[config.mk]
export PLATFORM = sky130hd
export DESIGN_NAME = clk_pattern_gen
export DESIGN_NICKNAME = d
export VERILOG_FILES = /design/src/rtl/clk_pattern_gen.sv
export SDC_FILE = /design/constraint.sdc
export NUM_CORES = 1
export LEC_CHECK = 0
export BUFFER_PORTS_ARGS = -buffer_cell sky130_fd_sc_hd__buf_2
export CELL_PAD_IN_SITES_DETAIL_PLACEMENT = 1
export CELL_PAD_IN_SITES_GLOBAL_PLACEMENT = 2
export CORE_MARGIN = 3
export CORE_UTILIZATION = 42
export DETAILED_ROUTE_END_ITERATION = 12
export PLACE_DENSITY_LB_ADDON = 0.1
export SLEW_MARGIN = 20
export SYNTH_ARGS = -nofsm -noshare
export SYNTH_HDL_FRONTEND = slang
export SYNTH_SLANG_ARGS = --single-unit
[constraint.sdc]
create_clock -name clk_fst -period 4.7 [get_ports clk_fst]
set_input_delay 0.94 -clock clk_fst [delete_from_list [all_inputs] [get_ports clk_fst]]
set_output_delay 0.94 -clock clk_fst [all_outputs]
set_load 0.03 [all_outputs]
[src/rtl/clk_pattern_gen.sv]
// Programmable slow-clock generator: high/low durations counted in clk_fst cycles,
// with a one-deep pending configuration that is applied only at a period boundary.
module clk_pattern_gen #(
   parameter int W      = 16,
   parameter int HT_RST = 4,
   parameter int LT_RST = 4
) (
   input  logic         clk_fst,
   input  logic         reset_n,
   input  logic         en,
   input  logic         cfg_valid,
   output logic         cfg_ready,
   input  logic [W-1:0] ht_in,
   input  logic [W-1:0] lt_in,
   output logic         clk_out,
   output logic         period_done,
   output logic [W-1:0] period_cnt,
   output logic         busy
);

   typedef enum logic [1:0] {IDLE, HIGH, LOW} state_t;

   localparam logic [W-1:0] ONE      = W'(1);
   localparam logic [W-1:0] HT_RST_V = W'(HT_RST);
   localparam logic [W-1:0] LT_RST_V = W'(LT_RST);

   state_t       state_reg, state_next;
   logic [W-1:0] cnt_reg, cnt_next;
   logic [W-1:0] ht_act_reg, lt_act_reg;
   logic [W-1:0] ht_pnd_reg, lt_pnd_reg;
   logic         pnd_vld_reg;
   logic [W-1:0] period_cnt_reg;
   logic         clk_out_reg;
   logic         last_low;
   logic         apply;
   logic         accept;
   logic [W-1:0] ht_clamp, lt_clamp;

   always_comb begin
      state_next = state_reg;
      cnt_next   = cnt_reg;
      last_low   = 1'b0;
      case (state_reg)
         IDLE: begin
            if (en) begin
               state_next = HIGH;
               cnt_next   = ONE;
            end
         end
         HIGH: begin
            if (cnt_reg == ht_act_reg) begin
               state_next = LOW;
               cnt_next   = ONE;
            end else begin
               cnt_next = cnt_reg + ONE;
            end
         end
         LOW: begin
            if (cnt_reg == lt_act_reg) begin
               last_low = 1'b1;
               // A dropped en only takes effect here, so the last period is never cut short
               if (en) begin
                  state_next = HIGH;
                  cnt_next   = ONE;
               end else begin
                  state_next = IDLE;
                  cnt_next   = '0;
               end
            end else begin
               cnt_next = cnt_reg + ONE;
            end
         end
         default: begin
            state_next = IDLE;
            cnt_next   = '0;
         end
      endcase
   end

   // Pending setting is swapped in only at a period start, or at any time while idle
   assign apply  = pnd_vld_reg &&
                   (((state_next == HIGH) && (state_reg != HIGH)) || (state_reg == IDLE));
   assign accept = cfg_valid && !pnd_vld_reg;

   assign ht_clamp = (ht_in == '0) ? ONE : ht_in;
   assign lt_clamp = (lt_in == '0) ? ONE : lt_in;

   always_ff @(posedge clk_fst or negedge reset_n) begin
      if (!reset_n) begin
         state_reg      <= IDLE;
         cnt_reg        <= '0;
         clk_out_reg    <= 1'b0;
         period_cnt_reg <= '0;
      end else begin
         state_reg   <= state_next;
         cnt_reg     <= cnt_next;
         clk_out_reg <= (state_next == HIGH);
         if (last_low) begin
            period_cnt_reg <= period_cnt_reg + ONE;
         end
      end
   end

   always_ff @(posedge clk_fst or negedge reset_n) begin
      if (!reset_n) begin
         ht_act_reg  <= HT_RST_V;
         lt_act_reg  <= LT_RST_V;
         ht_pnd_reg  <= '0;
         lt_pnd_reg  <= '0;
         pnd_vld_reg <= 1'b0;
      end else begin
         if (apply) begin
            ht_act_reg <= ht_pnd_reg;
            lt_act_reg <= lt_pnd_reg;
         end
         // accept and apply are mutually exclusive: one needs pnd_vld low, the other high
         if (accept) begin
            ht_pnd_reg  <= ht_clamp;
            lt_pnd_reg  <= lt_clamp;
            pnd_vld_reg <= 1'b1;
         end else if (apply) begin
            pnd_vld_reg <= 1'b0;
         end
      end
   end

   assign cfg_ready   = !pnd_vld_reg;
   assign busy        = (state_reg != IDLE);
   assign period_done = last_low;
   assign clk_out     = clk_out_reg;
   assign period_cnt  = period_cnt_reg;

endmodule

==> results of run 1 <==
cell families after synthesis:
logic type	Yosys count
AO/OA/AOI/OAI	35
XOR/XNOR	47
adder cells (fa/ha/maj)	2
buffers and inverters	24
flip-flops	100
multiplexers	65
AND/OR/NAND/NOR	108
cell type report:
cell class	count	area, µm²	share of cell area
Clock buffer	10	138	0.0263
Clock inverter	6	81.3	0.0155
Inverter	5	18.8	0.00359
Multi-Input combinational cell	257	2020	0.386
Sequential cell	100	2500	0.478
Tap cell	136	170	0.0325
Timing Repair Buffer	58	300	0.0574
placed cells by master, fill, tap and decap left out:
| cell type | netlist | final |
|---|---|---|
| a211o_1 | 4 | 4 |
| a211oi_4 | 1 | 1 |
| a21o_1 | 9 | 9 |
| a2bb2oi_4 | 0 | 1 |
| a41oi_1 | 2 | 2 |
| and2_1 | 5 | 5 |
| and2b_1 | 1 | 1 |
| and3_1 | 9 | 9 |
| and4_1 | 2 | 2 |
| buf_2 | 5 | 54 |
| buf_4 | 0 | 4 |
| bufinv_16 | 0 | 1 |
| clkbuf_8 | 0 | 10 |
| clkinv_4 | 0 | 2 |
| clkinv_8 | 0 | 1 |
| dfrtp_1 | 98 | 98 |
| dfstp_2 | 2 | 2 |
| ha_1 | 2 | 2 |
| inv_1 | 5 | 5 |
| inv_6 | 0 | 2 |
| mux2_1 | 5 | 5 |
| mux2_2 | 59 | 59 |
| mux2i_1 | 1 | 1 |
| nand2_1 | 18 | 18 |
| nand2_2 | 1 | 1 |
| nand3_1 | 9 | 9 |
| nand4_1 | 11 | 11 |
| nor2_1 | 19 | 19 |
| nor2b_1 | 3 | 3 |
| nor3_1 | 8 | 8 |
| nor3b_1 | 7 | 7 |
| nor4_1 | 12 | 12 |
| nor4_4 | 1 | 1 |
| o211ai_1 | 1 | 1 |
| o21ai_0 | 16 | 16 |
| o2bb2ai_1 | 1 | 1 |
| or2_2 | 1 | 1 |
| or3_1 | 1 | 1 |
| xnor2_1 | 25 | 25 |
| xor2_1 | 22 | 22 |
worst max path at each step:
stage                                 startpoint     endpoint  cells past startpoint
after floorplan           cnt_reg[5]$_DFFE_PN0P_  period_done                      6
after global placement    cnt_reg[8]$_DFFE_PN0P_  period_done                      5
after detailed placement  cnt_reg[8]$_DFFE_PN0P_  period_done                      5
after CTS                 cnt_reg[8]$_DFFE_PN0P_  period_done                      5
after global routing      cnt_reg[8]$_DFFE_PN0P_  period_done                      5
final                     cnt_reg[8]$_DFFE_PN0P_  period_done                      5
worst max-delay path, stage by stage, from the launching register on:
cell and delay (ns):
dfrtp_1 0.52, xnor2_1 0.24, nand4_1 0.21, nor4_4 0.48, and2_1 0.46, buf_2 0.28
power by group:
group	switching (mW)	internal, mW	total [mW]
registers	0.248	1.15	1.40
logic	0.233	0.354	0.587
clock network	0.328	0.271	0.600
total	0.810	1.78	2.59
Yosys cell counts (all sizes together) (3+ instances only):
cell | instances | area [µm²]
nor2 | 19 | 71.3
xor2 | 22 | 193
nand2 | 19 | 73.8
mux2 | 64 | 721
xnor2 | 25 | 219
nor3b | 7 | 52.6
clkbuf | 11 | 41.3
nor2b | 3 | 18.8
nand4 | 11 | 68.8
nor4 | 13 | 96.3
buf | 8 | 58.8
o21ai | 16 | 80.1
dfrtp | 98 | 2450
nor3 | 8 | 40.0
a21o | 9 | 67.6
a211o | 4 | 35.0
and3 | 9 | 56.3
inv | 5 | 18.8
nand3 | 9 | 45.0
and2 | 5 | 31.3
per-layer routing:
layer	global-route usage	part of all wire	vias to the layer above
li1	-	-	1455
met1	0.252	0.49	1589
met2	0.277	0.46	54
met3	0.0371	0.036	9
met4	0.0378	0.011	0
met5	0	0	-
per-stage QoR:
| step | instance area (µm²) | setup slack [ns] | power [mW] | instances | utilization |
|---|---|---|---|---|---|
| floorplan | 4630 | 2.15 | 1.81 | 381 | - |
| global placement | 5000 | 1.65 | 1.99 | 556 | 0.476 |
| detailed placement | 5020 | 1.57 | 2.02 | 556 | 0.477 |
| CTS | 5240 | 1.15 | 2.61 | 572 | 0.498 |
| global route | 5240 | 1.02 | 2.76 | 572 | 0.498 |
| finish | 5240 | 1.20 | 2.59 | 572 | 0.498 |
==> run summary, run 1 <==
outcome - finished clean
CTS buffer count - 9
Slew Limit Fails - 0
die height - 111 µm
die area - 12300 µm²
Worst Hold Path Cells - 1
Initial Util - 0.440
Top Ports - 56
Lkg Pwr - 2.52 nW
post-synthesis simple-gate area fraction - 0.128
r2r worst-path depth - 7
Post-CTS Setup Repair Bufs - 0
Clock Tree Buf Depth - 2
global route total overflow - 0
register area share after synthesis - 0.541
Tmin final - 3.50 ns
clock-pin slew on the worst setup and hold paths - 0.11 ns
Fmax achieved - 286 MHz
Core Area - 10500 µm²
post-synthesis compound-gate area fraction - 0.0530
final hold viol count - 0
Post-synth EDFFs - 0
crit path max fanout - 11
# hold bufs at CTS - 0
via/cell ratio - 5.43
skew final - 0.0173 ns
via count - 3107
Sink Count - 100
worst r2r dst - ht_act_reg[7]$_DFFE_PN0P_
ant diodes - 0
post-route DRC violation count - 0
Routed WL - 10300 µm
hold endpoint - period_cnt[15]$_DFFE_PN0P_
Yosys reg bits - 100
Iter 0 DRT Violations - 128
Critical Path RT - 3.76 ns
vias in the first global route - 3255
period utilization - 0.745
mux cell area share after synthesis - 0.158
Reg2Reg Setup Slack - 1.58 ns
Layout Nets - 469
Mapped Cells - 381
CTS HTree Levels - 3
Port Buffer Count - 55
syn_nets - 419
Synth async-reset ratio - 1.00
main flop type after synthesis - dfrtp_1
row count - 37
Crit Reg-Reg Startpoint - cnt_reg[8]$_DFFE_PN0P_
Final HPWL DP - 7490 µm
Worst-Margin Slew - 0.873 ns
Synth Area in Adders - 0.00541
GRT Util Overall - 0.176
final setup fails - 0
RSZ-0062 raised after global routing - false
XOR/XNOR share of the synthesized area - 0.0889
Routed WL per cell - 18.0 µm
max_cap viols - 0
Ys Warns - 0
library cells used by synthesis - 36
critical path type - register to primary output
clk root buf - clkbuf_8
synthesized area - 4630 µm²
Critical Path AT - 2.56 ns
GPL Wtd Cong - 0.887
CP Launch Type - register
chip width - 111 µm
Min-Delay Path Class - register to register
Layout fillers - 1121
PostCTS Resize Cnt - 0
Hold Startpoint - period_cnt[15]$_DFFE_PN0P_
Max VDD drop - 0.000270 V
main combinational cell family by area after synthesis - multiplexers
Final TNS setup - 0 ns
post-route ant nets - 0
first-pass GRT wire length - 17600 µm
hold slack - 0.480 ns
Area growth syn-to-layout - 13.1%
clk_lat worst skew - 0.37 ns
share of post-route cells with drive strength above 1 - 0.321
antenna violations before repair - 0
CTS tree - yes
Slew HR - 0.418
largest net degree at the start of global routing - 69
pwr/cell area - 495 nW/µm²
DR pass1 iterations - 4
CP Capture Type - primary output
Syn Area/Cell - 12.1 µm²
(Power assumes the default switching activity.)
==> run 2: changes to the inputs <==
--- a/config.mk
+++ b/config.mk
@@ -9,7 +9,7 @@
 export CELL_PAD_IN_SITES_DETAIL_PLACEMENT = 1
 export CELL_PAD_IN_SITES_GLOBAL_PLACEMENT = 2
 export CORE_MARGIN = 3
-export CORE_UTILIZATION = 42
+export CORE_UTILIZATION = 35
 export DETAILED_ROUTE_END_ITERATION = 12
 export PLACE_DENSITY_LB_ADDON = 0.1
 export SLEW_MARGIN = 20
==> constraint.sdc (replaced) <==
create_clock -name clk_fst -period 2.9 [get_ports clk_fst]
set_input_delay 0.58 -clock clk_fst [delete_from_list [all_inputs] [get_ports clk_fst]]
set_output_delay 0.58 -clock clk_fst [all_outputs]
set_load 0.03 [all_outputs]
==> run summary, run 2 (synthesis results as in run 1) <==
Max VDD drop - 0.000323 V
most common cell after layout, fill and taps aside - dfrtp_1
Sink Count - 100
DR pass1 iterations - 4
Routed WL per cell - 17.6 µm
pwr/cell area - 834 nW/µm²
Clk network pwr share - 0.292
vias in the first global route - 3269
skew final - 0.0124 ns
Lkg Pwr - 2.60 nW
CP Capture Type - primary output
final std cells w/o fill - 615
clk_lat worst skew - 0.36 ns
Routed WL - 10800 µm
chip width - 121 µm
RSZ-0062 raised after global routing - false
final core utilization - 0.426
Clock Tree Buf Depth - 2
Slew HR - 0.520
share of post-route cells with drive strength above 1 - 0.339
CTS buffer count - 9
crit path max fanout - 6
Reg2Reg Setup Slack - 0.53 ns
Worst path max stage delay - 0.49 ns
final setup fails - 0
first-pass GRT wire length - 17900 µm
outcome - finished clean
clock-pin slew on the worst setup and hold paths - 0.07 ns
GRT Util Overall - 0.158
Slew Limit Fails - 0
cell total after placement - 598
Tmin final - 2.71 ns
Min-Delay Path Class - primary input to asynchronous set/reset pin
Initial Util - 0.362
CP max stage cell - dfrtp_1
final hold viol count - 0
largest net degree at the start of global routing - 56
clk root buf - clkbuf_16
Worst-Margin Slew - 0.721 ns
crit-path cells - xnor2_1, nand4_1, nor4_4, buf_4, and2_1, buf_2
Final TNS setup - 0 ns
CP Launch Type - register
switching share of power - 0.291
Core Area - 12800 µm²
post-route ant nets - 0
Fmax achieved - 369 MHz
CTS tree - yes
max_cap viols - 0
CTS HTree Levels - 3
Area growth syn-to-layout - 17.6%
sequential share of power - 0.499
Top Ports - 56
via count - 3071
period utilization - 0.935
Sw Pwr - 1.32 mW
row count - 41
most frequent cells in the layout - dfrtp_1 (95), mux2_2 (59), buf_2 (54)
die height - 121 µm
Port Buffer Count - 55
post-route DRC violation count - 0
Internal - 3.22 mW
antenna violations before repair - 0
ant diodes - 0
global route total overflow - 0
Critical Path RT - 2.32 ns
Comb power frac - 0.208
GPL Wtd Cong - 0.777
Layout Nets - 476
via/cell ratio - 4.99
critical path type - register to primary output
Final HPWL DP - 7790 µm
Iter 0 DRT Violations - 141
Critical Path AT - 2.13 ns
die area - 14600 µm²
## run 2: worst paths after layout
path	start	end	depth (start not counted)
max	cnt_reg[9]$_DFFE_PN0P_	period_done	6
min	reset_n	cnt_reg[11]$_DFFE_PN0P_	1
max reg2reg	cnt_reg[9]$_DFFE_PN0P_	cnt_reg[15]$_DFFE_PN0P_	8
min reg2reg	period_cnt[15]$_DFFE_PN0P_	period_cnt[15]$_DFFE_PN0P_	1
max in group asynchronous	reset_n	cnt_reg[6]$_DFFE_PN0P_	2
min in group clk_fst	ht_in[14]	ht_pnd_reg[14]$_DFFE_PN0P_	2
## run 2: power by group through the flow
stage | sequential [mW] | combinational, mW | clock [mW]
floorplan | 2.11 | 0.812 | 0
global placement | 2.30 | 0.938 | 0
detailed placement | 2.31 | 0.959 | 0
CTS | 2.28 | 0.968 | 1.36
global route | 2.35 | 1.07 | 1.42
finish | 2.27 | 0.946 | 1.33
## run 2: layout make-up
type / count / area [µm²]
fillers: 1383 / 7330
flip-flops and latches: 100 / 2510
clock inverters: 7 / 97.6
well taps: 172 / 215
inverters: 5 / 18.8
multi-input cells: 257 / 2010
repair buffers: 65 / 365
clock buffers: 9 / 225
## run 2: worst max-delay path, delay by kind of cell, from the launching register on
family | cells | cell delay (ns)
simple gates | 3 | 0.68
xor+xnor | 1 | 0.20
flops | 1 | 0.49
buf+inv | 2 | 0.41
## run 2: per-stage QoR
step           hold WS [ns]  instance area [µm²]  total power, mW  worst slack, ns
3_3_place_gp          0.457                 5110             3.24            0.435
4_1_cts               0.314                 5430             4.61           0.0212
6_report              0.276                 5440             4.54            0.188
3_5_place_dp          0.472                 5110             3.27            0.423
5_1_grt               0.335                 5440             4.85         0.000540
2_1_floorplan         0.284                 4630             2.93            0.611
## run 2: per-layer routing
metal,share of wire,vias up,track usage
met1,0.49,1551,0.229
li1,-,1472,-
met2,0.46,37,0.235
met5,0,-,0
met3,0.032,11,0.0373
met4,0.012,0,0.0489
## run 2: timing repair
action | in CTS | in global routing
setup endpoints to repair | 0 | 1
buffers inserted | 0 | 1
gates resized for setup | 0 | 3
hold buffers | 0 | 0
==> run 3: changes to the inputs <==
--- a/config.mk
+++ b/config.mk
@@ -5,13 +5,14 @@
 export SDC_FILE = /design/constraint.sdc
 export NUM_CORES = 1
 export LEC_CHECK = 0
+export ABC_AREA = 1
 export BUFFER_PORTS_ARGS = -buffer_cell sky130_fd_sc_hd__buf_2
 export CELL_PAD_IN_SITES_DETAIL_PLACEMENT = 1
 export CELL_PAD_IN_SITES_GLOBAL_PLACEMENT = 2
 export CORE_MARGIN = 3
-export CORE_UTILIZATION = 35
+export CORE_UTILIZATION = 31
 export DETAILED_ROUTE_END_ITERATION = 12
-export PLACE_DENSITY_LB_ADDON = 0.1
+export PLACE_DENSITY = 0.73
 export SLEW_MARGIN = 20
 export SYNTH_ARGS = -nofsm -noshare
 export SYNTH_HDL_FRONTEND = slang
==> run summary, run 3 <==
area leader, netlist - dfrtp_1
cell total after placement - 889
Slew Limit Fails - 0
synthesized area - 4960 µm²
mux cell area share after synthesis - 0
skew final - 0.00548 ns
DR pass1 iterations - 4
Power Total - 3.53 mW
outcome - finished clean
register area share after synthesis - 0.505
CP Launch Type - register
Syn Area/Cell - 7.78 µm²
first-pass GRT wire length - 23000 µm
Top Ports - 56
Post-synth EDFFs - 0
final setup fails - 0
share of post-route cells with drive strength above 1 - 0.131
row count - 45
pwr/cell area - 620 nW/µm²
Synth async-reset ratio - 1.00
Critical Path AT - 2.06 ns
sequential share of power - 0.511
die area - 17600 µm²
Internal - 2.43 mW
most common cell after layout, fill and taps aside - nand2_1
main flop type after synthesis - dfrtp_1
PostCTS Resize Cnt - 0
Lkg Pwr - 2.95 nW
critical path type - register to primary output
CTS tree - yes
global route total overflow - 0
clock-pin slew on the worst setup and hold paths - 0.07 ns
largest net degree at the start of global routing - 60
die height - 133 µm
GPL Wtd Cong - 0.787
Ys Warns - 0
Layout fillers - 1951
# hold bufs at CTS - 0
Synth top cells by count - nand2_1 (264), dfrtp_1 (98), nor2_1 (59)
CP Capture Type - primary output
library cells used by synthesis - 27
final hold viol count - 0
Routed WL per cell - 14.7 µm
Sw Pwr - 1.11 mW
GRT Util Overall - 0.162
most frequent cells in the layout - nand2_1 (264), dfrtp_1 (98), nor2_1 (59)
DP Worst Slack - 0.636 ns
Comb power frac - 0.168
post-route DRC violation count - 0
most common cell in the netlist - nand2_1
Sink Count - 100
Core Area - 15400 µm²
chip width - 133 µm
Worst-Margin Slew - 0.892 ns
Clock Tree Buf Depth - 2
max layer used - met4
Iter 0 DRT Violations - 146
antenna violations before repair - 0
post-synthesis simple-gate area fraction - 0.341
met3 wire length - 303 µm
Synth Area in Adders - 0.00504
RSZ-0062 raised after global routing - false
multi-input combinational cell area - 2150 µm²
Slew HR - 0.405
WL met1 - 6610 µm
final std cells w/o fill - 905
synth top area cells - dfrtp_1 (49%), nand2_1 (20%), nand3_1 (5.0%)
Register Area - 2500 µm²
Critical Path RT - 2.32 ns
clk root buf - clkbuf_16
final core utilization - 0.370
ant diodes - 0
vias in the first global route - 4521
crit path max fanout - 11
Final Worst Setup Slack - 0.264 ns
clk_lat worst skew - 0.35 ns
Tmin final - 2.64 ns
Final TNS setup - 0 ns
XOR/XNOR share of the synthesized area - 0.0653
Area growth syn-to-layout - 14.9%
Final HPWL DP - 10100 µm
main combinational cell family by area after synthesis - simple AND/OR/NAND/NOR gates
Max VDD drop - 0.000335 V
Post-CTS Setup Repair Bufs - 0
via/cell ratio - 4.65
Clk network pwr share - 0.321
CTS HTree Levels - 3
Fmax achieved - 379 MHz
switching share of power - 0.314
Yosys reg bits - 100
post-route ant nets - 0
Min-Delay Path Class - primary input to asynchronous set/reset pin
Routed WL - 13300 µm
via count - 4211
Initial Util - 0.322
syn_nets - 676
share of the synthesized area in the top cell type - 0.494
met2 WL post-DR - 6210 µm
Port Buffer Count - 55
CTS buffer count - 9
Layout Nets - 727
period utilization - 0.909
Mapped Cells - 638
post-synthesis compound-gate area fraction - 0.0209
max_cap viols - 0
-- run 3: cell count changes after synthesis, sizes merged, moves of 14 or more --
cell   delta
nand2   +247
mux2     -64
inv      +43
nor2     +43
xnor2    -14
nand3    +42
-- run 3: metal layers --
layer	GRT usage	up-vias
met1	0.217	2062
met2	0.269	51
met3	0.0251	12
met5	0	-
met4	0.0531	0
li1	-	2086
-- run 3: worst paths after layout --
| check | from | end | slack, ns | cells after the start |
|---|---|---|---|---|
| worst min-delay path | reset_n | lt_act_reg[1]$_DFFE_PN0P_ | 0.32 | 1 |
| min in group clk_fst | lt_in[10] | lt_pnd_reg[10]$_DFFE_PN0P_ | 0.44 | 3 |
| worst max-delay path | cnt_reg[7]$_DFFE_PN0P_ | period_done | 0.26 | 10 |
| worst max register to register | cnt_reg[7]$_DFFE_PN0P_ | lt_act_reg[0]$_DFFE_PN0P_ | 0.64 | 13 |
| worst min register to register | lt_act_reg[2]$_DFFE_PN1P_ | lt_act_reg[2]$_DFFE_PN1P_ | 0.48 | 2 |
| max in group asynchronous | reset_n | lt_act_reg[13]$_DFFE_PN0P_ | 1.77 | 2 |
-- run 3: stage by stage --
stage | instance area [µm²] | hold slack (ns)
finish | 5700 | 0.319
global route | 5700 | 0.380
CTS | 5700 | 0.352
detailed placement | 5430 | 0.469
global placement | 5430 | 0.466
floorplan | 4960 | 0.284
-- run 3: logic make-up after synthesis --
kind of cell / count (synthesis)
AOI/OAI and AO/OA: 19
and+or+nand+nor: 409
xor gates and xnor gates: 37
buffers and inverters: 71
DFF: 100
adders and majority gates: 2
-- run 3: cell type report --
class | count | share of cell area
Clock inverter | 5 | 0.00658
Inverter | 48 | 0.0316
Sequential cell | 100 | 0.439
Clock buffer | 11 | 0.0408
Timing Repair Buffer | 63 | 0.0592
Multi-Input combinational cell | 467 | 0.376
Tap cell | 211 | 0.0463
-- run 3: worst max-delay path: stages (launching register included) --
cell	delay [ns]
dfrtp_1	0.48
inv_1	0.11
nand2_1	0.07
nand2_1	0.05
nor2_1	0.13
nand2_1	0.11
nor2_2	0.13
nand2_1	0.12
nor2_1	0.11
buf_4	0.18
buf_2	0.21
-- run 3: power groups by stage --
stage	Combinational (mW)	Sequential (mW)	Clock, mW
2_1_floorplan	0.473	1.74	0
3_3_place_gp	0.587	1.82	0
3_5_place_dp	0.602	1.83	0
4_1_cts	0.606	1.81	1.18
5_1_grt	0.709	1.84	1.23
6_report	0.594	1.81	1.13
